### config.mk
export PLATFORM = sky130hd
export DESIGN_NAME = bids22_round_seq
export DESIGN_NICKNAME = d
export VERILOG_FILES = /design/src/rtl/bids22_seq_pkg.sv /design/src/rtl/bids22_cmd_issuer.sv /design/src/rtl/bids22_round_seq.sv
export SDC_FILE = /design/constraint.sdc
export NUM_CORES = 1
export LEC_CHECK = 0
export ABC_AREA = 1
export CAP_MARGIN = 10
export CORE_AREA = 2 2 142 144
export DETAILED_ROUTE_END_ITERATION = 12
export DIE_AREA = 0 0 144 146
export PLACE_DENSITY = 0.84
export SETUP_SLACK_MARGIN = 0.2
export SLEW_MARGIN = 20
export SYNTH_ARGS = -nofsm -noshare
export SYNTH_HDL_FRONTEND = slang
export SYNTH_HIERARCHICAL = 1
export SYNTH_SLANG_ARGS = --single-unit
### constraint.sdc
create_clock -name clk -period 18.5 [get_ports clk]
set_input_delay 5.55 -clock clk [delete_from_list [all_inputs] [get_ports clk]]
set_output_delay 5.55 -clock clk [all_outputs]
set_load 0.02 [all_outputs]
### src/rtl/bids22_seq_pkg.sv
// Shared types for the bids22 round sequencer: controller opcodes, FSM states
// and the fixed step-to-opcode configuration table.
package bids22_seq_pkg;

  typedef enum logic [3:0] {
    OP_NOP       = 4'd0,
    OP_UNLOCK    = 4'd1,
    OP_LOAD_X    = 4'd2,
    OP_LOAD_Y    = 4'd3,
    OP_LOAD_Z    = 4'd4,
    OP_SET_COST  = 4'd5,
    OP_SET_MASK  = 4'd6,
    OP_SET_TIMER = 4'd7,
    OP_LOCK      = 4'd8,
    OP_START     = 4'd9
  } c_op_t;

  typedef enum logic [2:0] {
    S_IDLE,
    S_ISSUE,
    S_CHECK,
    S_WAIT_RO,
    S_DONE,
    S_FAIL
  } seq_state_t;

  localparam logic [3:0] FAIL_ABORT = 4'hF;
  localparam logic [3:0] LAST_STEP  = 4'd8;

  function automatic c_op_t step_op(input logic [3:0] step);
    case (step)
      4'd0:    step_op = OP_UNLOCK;
      4'd1:    step_op = OP_LOAD_X;
      4'd2:    step_op = OP_LOAD_Y;
      4'd3:    step_op = OP_LOAD_Z;
      4'd4:    step_op = OP_SET_COST;
      4'd5:    step_op = OP_SET_MASK;
      4'd6:    step_op = OP_SET_TIMER;
      4'd7:    step_op = OP_LOCK;
      4'd8:    step_op = OP_START;
      default: step_op = OP_NOP;
    endcase
  endfunction

endpackage

### src/rtl/bids22_cmd_issuer.sv
// Single-command handshake: holds C_start with a registered opcode/operand
// until the DUV accepts it, or flags a timeout after TIMEOUT idle cycles.
module bids22_cmd_issuer
  import bids22_seq_pkg::*;
#(
  parameter int DATA_W  = 32,
  parameter int OP_W    = 4,
  parameter int TIMEOUT = 1000
) (
  input  logic              clk,
  input  logic              reset_n,
  input  logic              launch,
  input  logic [OP_W-1:0]   op,
  input  logic [DATA_W-1:0] data,
  input  logic              kill,
  input  logic              ready,
  output logic              c_start,
  output logic [OP_W-1:0]   c_op,
  output logic [DATA_W-1:0] c_data,
  output logic              accepted,
  output logic              timeout
);

  localparam int CNT_W = $clog2(TIMEOUT + 1);
  localparam logic [CNT_W-1:0] LAST_CNT = CNT_W'(TIMEOUT - 1);

  logic [CNT_W-1:0] wait_cnt;

  assign accepted = c_start & ready;
  assign timeout  = c_start & ~ready & (wait_cnt == LAST_CNT);

  always_ff @(posedge clk or negedge reset_n) begin
    if (!reset_n) begin
      c_start  <= 1'b0;
      c_op     <= OP_W'(OP_NOP);
      c_data   <= '0;
      wait_cnt <= '0;
    end else if (kill) begin
      c_start  <= 1'b0;
      c_op     <= OP_W'(OP_NOP);
      c_data   <= '0;
      wait_cnt <= '0;
    end else if (launch) begin
      c_start  <= 1'b1;
      c_op     <= op;
      c_data   <= data;
      wait_cnt <= '0;
    end else if (accepted || timeout) begin
      c_start  <= 1'b0;
      c_op     <= OP_W'(OP_NOP);
      c_data   <= '0;
      wait_cnt <= '0;
    end else if (c_start) begin
      wait_cnt <= wait_cnt + 1'b1;
    end
  end

endmodule

### src/rtl/bids22_round_seq.sv
// Round sequencer: on go, walks the DUV controller through unlock/load/config/
// lock/start, then waits for roundOver and reports done or fail.
module bids22_round_seq
  import bids22_seq_pkg::*;
#(
  parameter int DATA_W  = 32,
  parameter int OP_W    = 4,
  parameter int TIMEOUT = 1000
) (
  input  logic              clk,
  input  logic              reset_n,
  input  logic              go,
  input  logic              abort,
  input  logic [15:0]       key,
  input  logic [DATA_W-1:0] x_init,
  input  logic [DATA_W-1:0] y_init,
  input  logic [DATA_W-1:0] z_init,
  input  logic [DATA_W-1:0] bid_cost,
  input  logic [2:0]        mask,
  input  logic [DATA_W-1:0] round_timer,
  input  logic              ready,
  input  logic              err,
  input  logic              roundOver,
  output logic              C_start,
  output logic [OP_W-1:0]   C_op,
  output logic [DATA_W-1:0] C_data,
  output logic              busy,
  output logic              done,
  output logic              fail,
  output logic [3:0]        fail_step
);

  seq_state_t        state;
  logic [3:0]        step;
  logic [3:0]        nxt_step;
  logic              launch;
  logic              kill;
  logic [OP_W-1:0]   launch_op;
  logic [DATA_W-1:0] launch_data;
  logic              accepted;
  logic              timeout;

  logic [15:0]       key_s;
  logic [DATA_W-1:0] x_s, y_s, z_s, cost_s, timer_s;
  logic [2:0]        mask_s;

  // Snapshot of the configuration taken on the accepted go
  always_ff @(posedge clk) begin
    if (state == S_IDLE && go) begin
      key_s   <= key;
      x_s     <= x_init;
      y_s     <= y_init;
      z_s     <= z_init;
      cost_s  <= bid_cost;
      mask_s  <= mask;
      timer_s <= round_timer;
    end
  end

  assign kill = abort && (state != S_IDLE);

  // The first command leaves on the go edge, so it takes key straight from the port
  always_comb begin
    launch      = 1'b0;
    nxt_step    = step + 4'd1;
    launch_data = '0;
    if (state == S_IDLE) begin
      launch   = go;
      nxt_step = 4'd0;
    end else if (state == S_CHECK && !abort && !err && step != LAST_STEP) begin
      launch = 1'b1;
    end
    case (nxt_step)
      4'd0:    launch_data = DATA_W'(key);
      4'd1:    launch_data = x_s;
      4'd2:    launch_data = y_s;
      4'd3:    launch_data = z_s;
      4'd4:    launch_data = cost_s;
      4'd5:    launch_data = DATA_W'(mask_s);
      4'd6:    launch_data = timer_s;
      4'd7:    launch_data = DATA_W'(key_s);
      default: launch_data = '0;
    endcase
  end

  assign launch_op = OP_W'(step_op(nxt_step));

  bids22_cmd_issuer #(
    .DATA_W  (DATA_W),
    .OP_W    (OP_W),
    .TIMEOUT (TIMEOUT)
  ) u_issuer (
    .clk      (clk),
    .reset_n  (reset_n),
    .launch   (launch),
    .op       (launch_op),
    .data     (launch_data),
    .kill     (kill),
    .ready    (ready),
    .c_start  (C_start),
    .c_op     (C_op),
    .c_data   (C_data),
    .accepted (accepted),
    .timeout  (timeout)
  );

  always_ff @(posedge clk or negedge reset_n) begin
    if (!reset_n) begin
      state     <= S_IDLE;
      step      <= 4'd0;
      busy      <= 1'b0;
      done      <= 1'b0;
      fail      <= 1'b0;
      fail_step <= 4'd0;
    end else if (kill) begin
      state     <= S_FAIL;
      busy      <= 1'b0;
      done      <= 1'b0;
      fail      <= 1'b1;
      fail_step <= FAIL_ABORT;
    end else begin
      case (state)
        S_IDLE: begin
          if (go) begin
            state     <= S_ISSUE;
            step      <= 4'd0;
            busy      <= 1'b1;
            done      <= 1'b0;
            fail      <= 1'b0;
            fail_step <= 4'd0;
          end
        end
        S_ISSUE: begin
          if (accepted) begin
            state <= S_CHECK;
          end else if (timeout) begin
            state     <= S_FAIL;
            busy      <= 1'b0;
            fail      <= 1'b1;
            fail_step <= FAIL_ABORT;
          end
        end
        S_CHECK: begin
          if (err) begin
            state     <= S_FAIL;
            busy      <= 1'b0;
            fail      <= 1'b1;
            fail_step <= step;
          end else if (step == LAST_STEP) begin
            state <= S_WAIT_RO;
          end else begin
            state <= S_ISSUE;
            step  <= nxt_step;
          end
        end
        S_WAIT_RO: begin
          if (roundOver) begin
            state <= S_DONE;
            busy  <= 1'b0;
            done  <= 1'b1;
          end
        end
        S_DONE:  state <= S_IDLE;
        S_FAIL:  state <= S_IDLE;
        default: state <= S_IDLE;
      endcase
    end
  end

endmodule

Word level (Yosys, flattened, before mapping)
Memory sizes are Yosys's and may differ from the RTL's.
Index checks and enable logic that the tools add are counted.
{"block": "totals", "word_cells": 119, "mem_bits_ro": 64, "n_memories": 1, "regBits": 240}
{"block": "classes", "muxes": 50, "bitwise_logic": 5, "reduce_logical": 22, "n_eq_ne": 22, "addsub": 2}
{"memory": "(no name shown)", "words": 16, "word_bits": 4, "read_ports": 1, "rd_clocked_by_memory_dff": 0, "write_ports": 0, "line": "bids22_seq_pkg.sv:31", "text": "case (step)"}
{"cell": "32-bit case mux with 8 select lines", "count": 1}
{"cell": "32-bit 2-to-1 mux", "count": 3}
{"cell": "4-bit 2-to-1 mux", "count": 11}
{"cell": "10-bit 2-to-1 mux", "count": 4}
{"cell": "1-bit 2-to-1 mux", "count": 18}
{"cell": "3-bit 2-to-1 mux", "count": 6}
{"cell": "4-bit by 3-bit == test with 1-bit output (second input constant)", "count": 4}
{"cell": "3-bit inequality test (second input constant)", "count": 4}
{"cell": "3-bit case mux with 4 select lines", "count": 1}
{"cell": "4-bit case mux with 3 select lines", "count": 1}
{"cell": "10-bit by 1-bit adder with 10-bit output (second input constant)", "count": 1}
{"cell": "10-bit == test (second input constant)", "count": 1}
{"cell": "5-bit AND reduction", "count": 2}
{"cell": "3-bit nonzero test", "count": 3}
{"cell": "4-bit by 2-bit == test with 1-bit output (second input constant)", "count": 2}
{"cell": "4-bit case mux with 2 select lines", "count": 1}
{"cell": "4-bit nonzero test", "count": 2}
{"cell": "3-bit by 2-bit == test with 1-bit output (second input constant)", "count": 2}
{"cell": "2-bit inequality test (second input constant)", "count": 3}
{"cell": "3-bit AND reduction", "count": 2}
{"cell": "6-bit AND reduction", "count": 1}
{"cell": "1-bit logical AND", "count": 5}
{"cell": "5-bit nonzero test", "count": 1}
{"cell": "4-bit by 1-bit adder with 4-bit output (second input constant)", "count": 1}
{"cell": "17 further kinds", "count": 21}

Logic depth before layout (Yosys ltp)
Gate-level depths: netlist of the first run.
{"block": "depth", "ltp_word": 8, "ltp_mapped": 16, "depth_no_buf": 14}

Modules after synthesis
Netlist of the first run, hierarchy kept.
{"mod": "bids22_round_seq", "area_per_inst_um2": 8435.6, "seq_area_each_um2": 5725.5, "instances": 1, "cells_each": 761}
{"mod": "bids22_cmd_issuer", "area_per_inst_um2": 2070.7, "seq_area_each_um2": 1176.1, "instances": 1, "cells_each": 238}

Least setup slack after synthesis of the first run
Ideal clock, no wire load.
{"block": "synth_timing", "path_type": "input to register", "startpoint": "input go", "endpoint": "register u_issuer.c_data[0]", "slack_ns": 3.635, "stages": 8, "setup_ns": 0.066, "arrival_time_ns": 14.799, "t_required_ns": 18.434, "path_cell_list": "inv_1 > nor2_1 > inv_1 > nand2_1 > clkbuf_1 > clkbuf_1 > nand3_1 > nand2_1"}
{"block": "synth_between", "elab_chain_cells": 3, "elab_cells_between_ends": 4, "cone_classes": "mux: 3; reduce/logical: 1"}
{"element": "start, declared", "line": "bids22_round_seq.sv:12", "text": "input logic go,"}
{"element": "1-bit 2-to-1 mux (*)", "line": "bids22_round_seq.sv:67", "text": "if (state == S_IDLE) begin"}
{"element": "named net launch", "line": "bids22_round_seq.sv:36", "text": "logic launch;"}
{"element": "32-bit 2-to-1 mux", "line": "bids22_cmd_issuer.sv:43", "text": "end else if (launch) begin"}
{"element": "32-bit 2-to-1 mux", "line": "bids22_cmd_issuer.sv:38", "text": "end else if (kill) begin"}
{"element": "end signal, assigned", "line": "bids22_cmd_issuer.sv:46", "text": "c_data <= data;"}
{"element": "end, declared", "line": "bids22_cmd_issuer.sv:19", "text": "output logic [DATA_W-1:0] c_data,"}
Mark *: on every way through the listed nets, which the timed path passes. The rest lies on a longest branch.
A chain may end at the register's enable or synchronous reset.

Worst setup path after layout of the first run
{"block": "layout_timing", "startpoint": "input go", "endpoint": "register u_issuer.c_data[22]"}
The elaborated chain is that of the path after synthesis.

==> results of run 1 <==
## power by group through the flow
stage | combinational (W) | sequential (W) | clock, W
2_1_floorplan | 0.000353 | 0.000755 | 0
3_3_place_gp | 0.000588 | 0.000713 | 0
3_5_place_dp | 0.000603 | 0.000715 | 0
4_1_cts | 0.000606 | 0.000706 | 0.000469
5_1_grt | 0.000665 | 0.000715 | 0.000492
6_report | 0.000613 | 0.000707 | 0.000464
## cell usage after synthesis
master / instances
nor2_1: 103
o211ai_1: 1
nand4_1: 107
buf_6: 6
nor2_2: 1
inv_4: 1
inv_2: 4
clkbuf_1: 14
nand2_1: 269
nand4_2: 1
nand2_4: 3
a32oi_1: 1
nor3_1: 3
buf_2: 15
nand3_1: 69
buf_8: 1
a21oi_1: 5
inv_1: 82
or2_2: 1
edfxtp_1: 179
buf_4: 12
o22ai_1: 3
nand3b_1: 3
o21ai_0: 18
nand3_4: 2
o21ai_2: 1
nor2_4: 5
nand3_2: 2
nand2_2: 13
buf_1: 4
ha_1: 6
dfrtp_1: 61
xor2_1: 3
## metrics by stage
step | setup slack [ps] | utilization [%] | instances
2_1_floorplan | 3635 | - | 999
3_3_place_gp | 10350 | 66.60 | 1447
3_5_place_dp | 10260 | 66.60 | 1447
4_1_cts | 10750 | 70.50 | 1493
5_1_grt | 10630 | 70.50 | 1493
6_report | 10840 | 70.50 | 1493
## final cells by class
class                           count  share of cell area, %
Clock buffer                       34                  5.149
Inverter                           87                  2.414
Sequential cell                   240                  50.63
Multi-Input combinational cell    620                  21.79
Clock inverter                     12                 0.3855
Tap cell                          265                  2.432
Timing Repair Buffer              235                  17.20
## worst paths after layout
kind / from / to / depth (start not counted)
max: go / u_issuer/c_data[22] / 13
min: fail / fail / 2
max reg2reg: step[0] / u_issuer/c_data[4] / 12
min reg2reg: fail / fail / 2
max in group asynchronous: reset_n / u_issuer/wait_cnt[7] / 2
min in group asynchronous: reset_n / u_issuer/c_data[12] / 2
## layer usage
layer  GRT usage [%]  wire length, um  up-vias
met5               0                0        -
met4           8.775              993        0
met3           3.587             2089       65
met2           41.79            13200      401
met1           36.51            11020     3885
li1                -                -     3834
## state kept, by name, indices dropped and copies added, names as in the netlist
signal and cells:
timer_s 32, z_s 32, u_issuer/c_op 4, state 3, cost_s 32, x_s 32, step 4, mask_s 3
busy 1, fail 1, u_issuer/c_data 32, y_s 32, fail_step 4, u_issuer/wait_cnt 10, u_issuer/c_start 1, done 1
key_s 16
## critical path, delay by kind of cell
family                 cells  cell delay (ps)
and+or+nand+nor            7              790
buffers and inverters      6             1670
## cells by family (layout without fill, tap and decap cells)
kind of cell / count (synthesis) / in the layout / share of synthesized area, %
buf+inv: 139 / 368 / 6.133
simple gates: 582 / 582 / 25.70
fa+ha+maj: 6 / 6 / 0.7145
compound gates: 29 / 29 / 1.513
xor+xnor: 3 / 3 / 0.2501
flops: 240 / 240 / 65.69
==> run summary, run 1 <==
Design Area, Final -> 0.01363 mm^2
status -> finished clean
post_cts resized -> 0
Layout area overhead -> 29.75%
Lkg Pwr -> 5.648 nW
Layout fillers -> 1,364
syn_area_per_cell -> 10.52 um^2
distinct cell type count after synthesis -> 33
Synthesized Nets -> 1,191
NumNets Final -> 1,402
GP Congestion -> 0.8738
DR iter-0 viols -> 829
Sink Count -> 240
CTS tree -> built
Root Driver -> clkbuf_16
WP data arrival -> 8050 ps
Final TNS setup -> 0 ps
register area share after synthesis -> 65.69%
Synth warnings -> 6
Final Slew Violations -> 0
maximum vdd drop -> 0.07956 mV
final hold violation count -> 0
Tightest Pin Transition -> 1020 ps
total power -> 0.001784 W
sequential share of power -> 39.6%
clock buffer depth -> 3
CP Capture Type -> flip-flop
internal power -> 0.001129 W
routed wire length per instance -> 18.29 um
WP data required -> 18,890 ps
CP cell instances -> clkdlybuf4s50_1, inv_1, nor2_4, buf_12, inv_1, nand2_1, nor2_1, nand2_1, inv_1, nand2_4, inv_2, nand2_1, nand2_1
Worst slew margin -> 32.03%
Tot GR Track Use -> 25.93%
post-route ant nets -> 0
CTS Buf Count -> 26
CP dominant cell by count -> nand2_1
Die Y -> 146 um
Synth Instances -> 999
Switching Fraction -> 36.73%
# H-tree levels -> 1
Vias -> 8,185
Max Cap Viol -> 0
multi-input logic area -> 0.002970 mm^2
Synth top area share -> 51.16%
Storage cell area -> 0.006902 mm^2
fin crit period -> 7663 ps
largest net degree at the start of global routing -> 181
critical setup path kind -> input port to flip-flop
Via density -> 5.482
Worst Hold Class -> flip-flop to flip-flop
Tcrit/Tclk final -> 41.42%
largest area contributor in the netlist -> edfxtp_1
ANT cells -> 0
CP max-delay cell -> buf_12
Synth area leaders -> edfxtp_1, dfrtp_1, nand2_1, nand4_1, nor2_1
Final setup viols -> 0
RSZ-0062 raised after global routing -> false
crit path max fanout -> 180
final clock skew -> 16.44 ps
CP peak stage delay -> 590 ps
hold slack final -> 471.6 ps
Overflow after GRT -> 0
Power Density -> 130.9 mW/mm^2
post-synthesis instance area -> 0.01051 mm^2
register bit total from synthesis -> 240
share of cells above drive strength 1 -> 6.189%
Die Span X -> 144 um
HPWL Detailed -> 18.22 mm
crit path launch type -> input port
commonest cells after routing, fill and taps aside -> nand2_1, clkdlybuf4s50_1, edfxtp_1
Port Buffers -> 229
Hold-fix buffers, CTS -> 0
Routed WL -> 27.30 mm
post-CTS setup buffer count -> 0
initial antenna violation count -> 0
Comb pwr share -> 34.4%
# rows -> 51
clock latency on the worst-skew pair -> 520 ps
Reg clk slew, reported paths -> 60 ps
most common cell after layout, fill and taps aside -> nand2_1
initial core utilization -> 54.34%
clock power share -> 26.0%
Psw -> 0.0006554 W
number of global-route vias before repair -> 7,892
first-pass GRT wire length -> 42.18 mm
placed instance area -> 0.01288 mm^2
Top Ports -> 230
core box area -> 0.01933 mm^2
max frequency -> 130.5 MHz
First-pass DRT Iterations -> 5
Total Die Area -> 0.02102 mm^2
reg2reg setup slack -> 15,120 ps
Residual DRC -> 0
(Power assumes the default switching activity.)
==> inputs of run 2 (changes only) <==
--- a/config.mk
+++ b/config.mk
@@ -7,10 +7,10 @@
 export LEC_CHECK = 0
 export ABC_AREA = 1
 export CAP_MARGIN = 10
-export CORE_AREA = 2 2 142 144
+export CORE_AREA = 2 2 147 149
 export DETAILED_ROUTE_END_ITERATION = 12
-export DIE_AREA = 0 0 144 146
-export PLACE_DENSITY = 0.84
+export DIE_AREA = 0 0 149 151
+export PLACE_DENSITY = 0.79
 export SETUP_SLACK_MARGIN = 0.2
 export SLEW_MARGIN = 20
 export SYNTH_ARGS = -nofsm -noshare
==> constraint.sdc (replaced) <==
create_clock -name clk -period 7.5 [get_ports clk]
set_input_delay 2.25 -clock clk [delete_from_list [all_inputs] [get_ports clk]]
set_output_delay 2.25 -clock clk [all_outputs]
set_load 0.02 [all_outputs]
==> run 2 against run 1 <==
Net effect: global-route usage fell by 2.6 points; worst hold slack got worse by 1.4 ps; clock skew fell by 2.5 ps; largest power group unchanged; highest routed layer unchanged.
==> run summary, run 2 (same netlist as run 1, synthesis figures left out) <==
status -> finished clean
final clock skew -> 13.91 ps
reg2reg setup slack -> 4160 ps
Hold-fix buffers, CTS -> 0
Max Cap Viol -> 0
maximum vdd drop -> 0.2206 mV
Routed WL -> 26.33 mm
commonest cells after routing, fill and taps aside -> nand2_1, clkdlybuf4s50_1, edfxtp_1
core box area -> 0.02082 mm^2
Overflow after GRT -> 0
WP data arrival -> 4640 ps
initial antenna violation count -> 0
ANT cells -> 0
Final setup viols -> 0
Die Span X -> 149 um
GP Congestion -> 0.9001
multi-input logic area -> 0.002970 mm^2
Via density -> 5.328
post-CTS setup buffer count -> 0
Place WS -> 2567 ps
FF-to-FF End -> u_issuer/c_data[4]
WHS Endpoint -> u_issuer/c_data[17]
Layout fillers -> 1,633
Sink Count -> 240
initial core utilization -> 50.46%
largest net degree at the start of global routing -> 181
worst hold path startpoint -> u_issuer/c_data[17]
Tot GR Track Use -> 23.30%
First-pass DRT Iterations -> 5
CP Capture Type -> flip-flop
routed wire length per instance -> 17.53 um
Top Ports -> 230
hold slack final -> 470.2 ps
total power -> 0.004392 W
dpl cells -> 1,457
Reg clk slew, reported paths -> 60 ps
Worst Hold Class -> flip-flop to flip-flop
Vias -> 8,003
final hold violation count -> 0
Final TNS setup -> 0 ps
clock latency on the worst-skew pair -> 520 ps
RSZ-0062 raised after global routing -> false
Comb pwr share -> 33.9%
R2R depth -> 13
Root Driver -> clkbuf_16
Psw -> 0.001591 W
HPWL Detailed -> 17.92 mm
post_cts resized -> 0
clock buffer depth -> 3
Lkg Pwr -> 5.664 nW
Final Slew Violations -> 0
Die Y -> 151 um
DR iter-0 viols -> 746
NumNets Final -> 1,401
first-pass GRT wire length -> 40.50 mm
Switching Fraction -> 36.21%
CTS Buf Count -> 25
Storage cell area -> 0.006902 mm^2
# rows -> 53
Power Density -> 321.5 mW/mm^2
CTS tree -> built
fin crit period -> 4238 ps
internal power -> 0.002802 W
Layout area overhead -> 30.06%
post-route ant nets -> 0
Port Buffers -> 229
hold depth -> 2
number of global-route vias before repair -> 7,592
max frequency -> 236.0 MHz
crit path max fanout -> 180
most common cell after layout, fill and taps aside -> nand2_1
Worst slew margin -> 23.97%
# H-tree levels -> 1
clock power share -> 26.5%
Total Die Area -> 0.02250 mm^2
FF-to-FF Start -> step[0]
crit path launch type -> input port
final non-filler cell total -> 1,502
Residual DRC -> 0
critical setup path kind -> input port to flip-flop
WP data required -> 7900 ps
Tcrit/Tclk final -> 56.50%
Setup WS post-layout -> 3262 ps
sequential share of power -> 39.6%
share of cells above drive strength 1 -> 6.520%
Tightest Pin Transition -> 1140 ps
[run 2: how the worst max path moves through the flow]
stage	end	slack [ps]	depth (start not counted)	start
5_1_grt	u_issuer/wait_cnt[6]	2950	13	go
3_5_place_dp	u_issuer/wait_cnt[6]	2570	13	go
3_3_place_gp	u_issuer/wait_cnt[9]	2650	13	go
2_1_floorplan	u_issuer/c_data[0]	1220	8	go
4_1_cts	u_issuer/c_data[6]	3080	13	go
6_report	u_issuer/wait_cnt[6]	3260	13	go
[run 2: power by group through the flow]
stage / registers (W) / logic [W] / clock network [W]
after CTS: 0.00174 / 0.00149 / 0.00118
after detailed placement: 0.00176 / 0.00149 / 0
after global placement: 0.00176 / 0.00146 / 0
after floorplan: 0.00183 / 0.000872 / 0
final: 0.00174 / 0.00149 / 0.00116
after global routing: 0.00176 / 0.00164 / 0.00124
[run 2: per-stage QoR]
| stage | utilization [%] | instance area [um^2] |
|---|---|---|
| final | 65.62 | 13660 |
| after global routing | 65.62 | 13660 |
| after CTS | 65.62 | 13660 |
| after detailed placement | 61.90 | 12890 |
| after global placement | 61.90 | 12890 |
| after floorplan | - | 10510 |
[run 2: area by class of cell]
cell class / instances / area share, %
clock buffer: 34 / 5.283
clock inverter: 11 / 0.3846
inverter: 87 / 2.408
multi-input combinational: 620 / 21.74
sequential: 240 / 50.51
tap: 275 / 2.518
timing repair buffer: 235 / 17.16
[run 2: worst max-delay path: stages]
cell and delay (ps):
clkdlybuf4s50_1 460, inv_1 90, nor2_4 130, buf_12 470
inv_1 170, nand2_1 130, nor2_1 60, nand2_1 220
inv_1 130, nor2_1 290, nand3_1 110, nand2_1 70
nor2_1 30
[run 2: metal layers]
metal | track usage, % | wire [um] | vias to the layer above
li1 | - | - | 3844
met1 | 32.52 | 10930 | 3726
met2 | 37.74 | 12510 | 373
met3 | 3.373 | 1958 | 60
met4 | 8.143 | 935 | 0
met5 | 0 | 0 | -
==> inputs of run 3 (changes only) <==
==> constraint.sdc (replaced) <==
create_clock -name clk -period 4.4 [get_ports clk]
set_input_delay 1.32 -clock clk [delete_from_list [all_inputs] [get_ports clk]]
set_output_delay 1.32 -clock clk [all_outputs]
set_load 0.02 [all_outputs]
==> run 3 against run 2 <==
Net effect: clock skew is 1.1 ps lower; cell count is 0.40% higher; clock power is 78% higher; design area is 0.63% higher; global-route usage is 0.87 points higher; via count is 0.92% higher; non-clock buffer count is 2 higher; power is 73% higher; core utilization is 0.41 points higher; count of clock-buffer cells in the layout is 8 higher.
==> run summary, run 3 (same netlist as run 1, synthesis figures left out) <==
hold slack final -> 468.0 ps
core box area -> 0.02082 mm^2
clock buffer depth -> 3
Root Driver -> clkbuf_16
final clock skew -> 12.82 ps
Routed WL -> 27.24 mm
total power -> 0.007612 W
final hold violation count -> 0
max frequency -> 308.3 MHz
fin crit period -> 3243 ps
Final Slew Violations -> 0
post_cts resized -> 0
WP data arrival -> 3690 ps
CTS tree -> built
Overflow after GRT -> 0
# H-tree levels -> 1
first-pass GRT wire length -> 41.75 mm
Die Y -> 151 um
Tightest Pin Transition -> 1113 ps
critical setup path kind -> flip-flop to flip-flop
Vias -> 8,077
initial core utilization -> 50.46%
Max Cap Viol -> 0
number of global-route vias before repair -> 7,787
crit path max fanout -> 20
Layout fillers -> 1,570
Die Span X -> 149 um
placed instance area -> 0.01292 mm^2
final core occ -> 66.04%
routed wire length per instance -> 18.06 um
Top Ports -> 230
Worst Hold Class -> flip-flop to flip-flop
CP Capture Type -> flip-flop
Hold-fix buffers, CTS -> 0
CP cell instances -> inv_1, ha_1, inv_1, nor2_1, inv_1, ha_1, nand3_2, nor2_1, nor2_1, nand2_1, nand3_1, nand2_1
CTS Buf Count -> 26
status -> finished clean
Worst slew margin -> 25.78%
Port Buffers -> 229
initial antenna violation count -> 1
Tcrit/Tclk final -> 73.71%
GP Congestion -> 0.9319
Via density -> 5.356
final non-filler cell total -> 1,508
dpl cells -> 1,459
Lkg Pwr -> 5.693 nW
hold depth -> 2
share of cells above drive strength 1 -> 7.143%
R2R depth -> 12
CP max-delay cell -> ha_1
maximum vdd drop -> 0.3698 mV
# rows -> 53
Top Family by Delay on Critical Path -> simple AND/OR/NAND/NOR gates
post-CTS setup buffer count -> 0
Power Density -> 553.5 mW/mm^2
Layout area overhead -> 30.88%
clock latency on the worst-skew pair -> 520 ps
most common cell after layout, fill and taps aside -> nand2_1
crit path buf inv count -> 3
Residual DRC -> 0
Worst path depth -> 12
First-pass DRT Iterations -> 5
Design Area, Final -> 0.01375 mm^2
WP data required -> 4850 ps
RSZ-0062 raised after global routing -> false
crit path launch type -> flip-flop
largest net degree at the start of global routing -> 180
Total Die Area -> 0.02250 mm^2
Tot GR Track Use -> 24.17%
post-route ant nets -> 0
CP peak stage delay -> 710 ps
Sink Count -> 240
Final setup viols -> 0
DR iter-0 viols -> 730
Reg clk slew, reported paths -> 60 ps
NumNets Final -> 1,404
HPWL Detailed -> 18.38 mm
commonest cells after routing, fill and taps aside -> nand2_1, clkdlybuf4s50_1, edfxtp_1
run 3: stage by stage:
stage | worst slack (ps) | setup TNS [ps]
2_1_floorplan | -862.8 | -39310
3_3_place_gp | 1020 | 0
3_5_place_dp | 967.9 | 0
4_1_cts | 1131 | 0
5_1_grt | 847.6 | 0
6_report | 1157 | 0
run 3: worst register-to-register path, delay by kind of cell (launching register included):
family        cells  cell delay, ps
buf+inv           3             350
fa+ha+maj         2            1100
simple gates      7            1270
flops             1             460
run 3: report_power, final:
part	internal [W]	switching, W	total [W]
clock	0.00123	0.000843	0.00207
combinational	0.000829	0.00175	0.00258
sequential	0.00281	0.000152	0.00296
run 3: path summary, 6_finish.rpt:
| check | to | slack [ps] | startpoint |
|---|---|---|---|
| worst min register to register | fail | 470 | fail |
| worst max register to register | u_issuer/c_data[30] | 1160 | step[0] |
| worst min-delay path | fail | 470 | fail |
| min in group asynchronous | u_issuer/c_data[10] | 890 | reset_n |
| max in group asynchronous | u_issuer/wait_cnt[7] | 2750 | reset_n |
| worst max-delay path | u_issuer/c_data[30] | 1160 | step[0] |
run 3: routing by layer:
| layer | global-route usage, % | up-vias | share of wire (%) |
|---|---|---|---|
| met5 | 0 | - | 0 |
| met4 | 8.762 | 0 | 3.6 |
| met3 | 3.524 | 61 | 6.8 |
| met2 | 39.10 | 360 | 48 |
| met1 | 33.64 | 3816 | 41 |
| li1 | - | 3840 | - |
run 3: layout make-up:
| class | instances | area, um^2 | area share (%) |
|---|---|---|---|
| antenna | 1 | 2.502 | 0.01820 |
| clock buffer | 42 | 793.3 | 5.769 |
| clock inverter | 6 | 30.03 | 0.2184 |
| inverter | 87 | 341.6 | 2.484 |
| multi-input combinational | 620 | 2978 | 21.66 |
| sequential | 240 | 6902 | 50.19 |
| tap | 275 | 344.1 | 2.502 |
| timing repair buffer | 237 | 2360 | 17.16 |
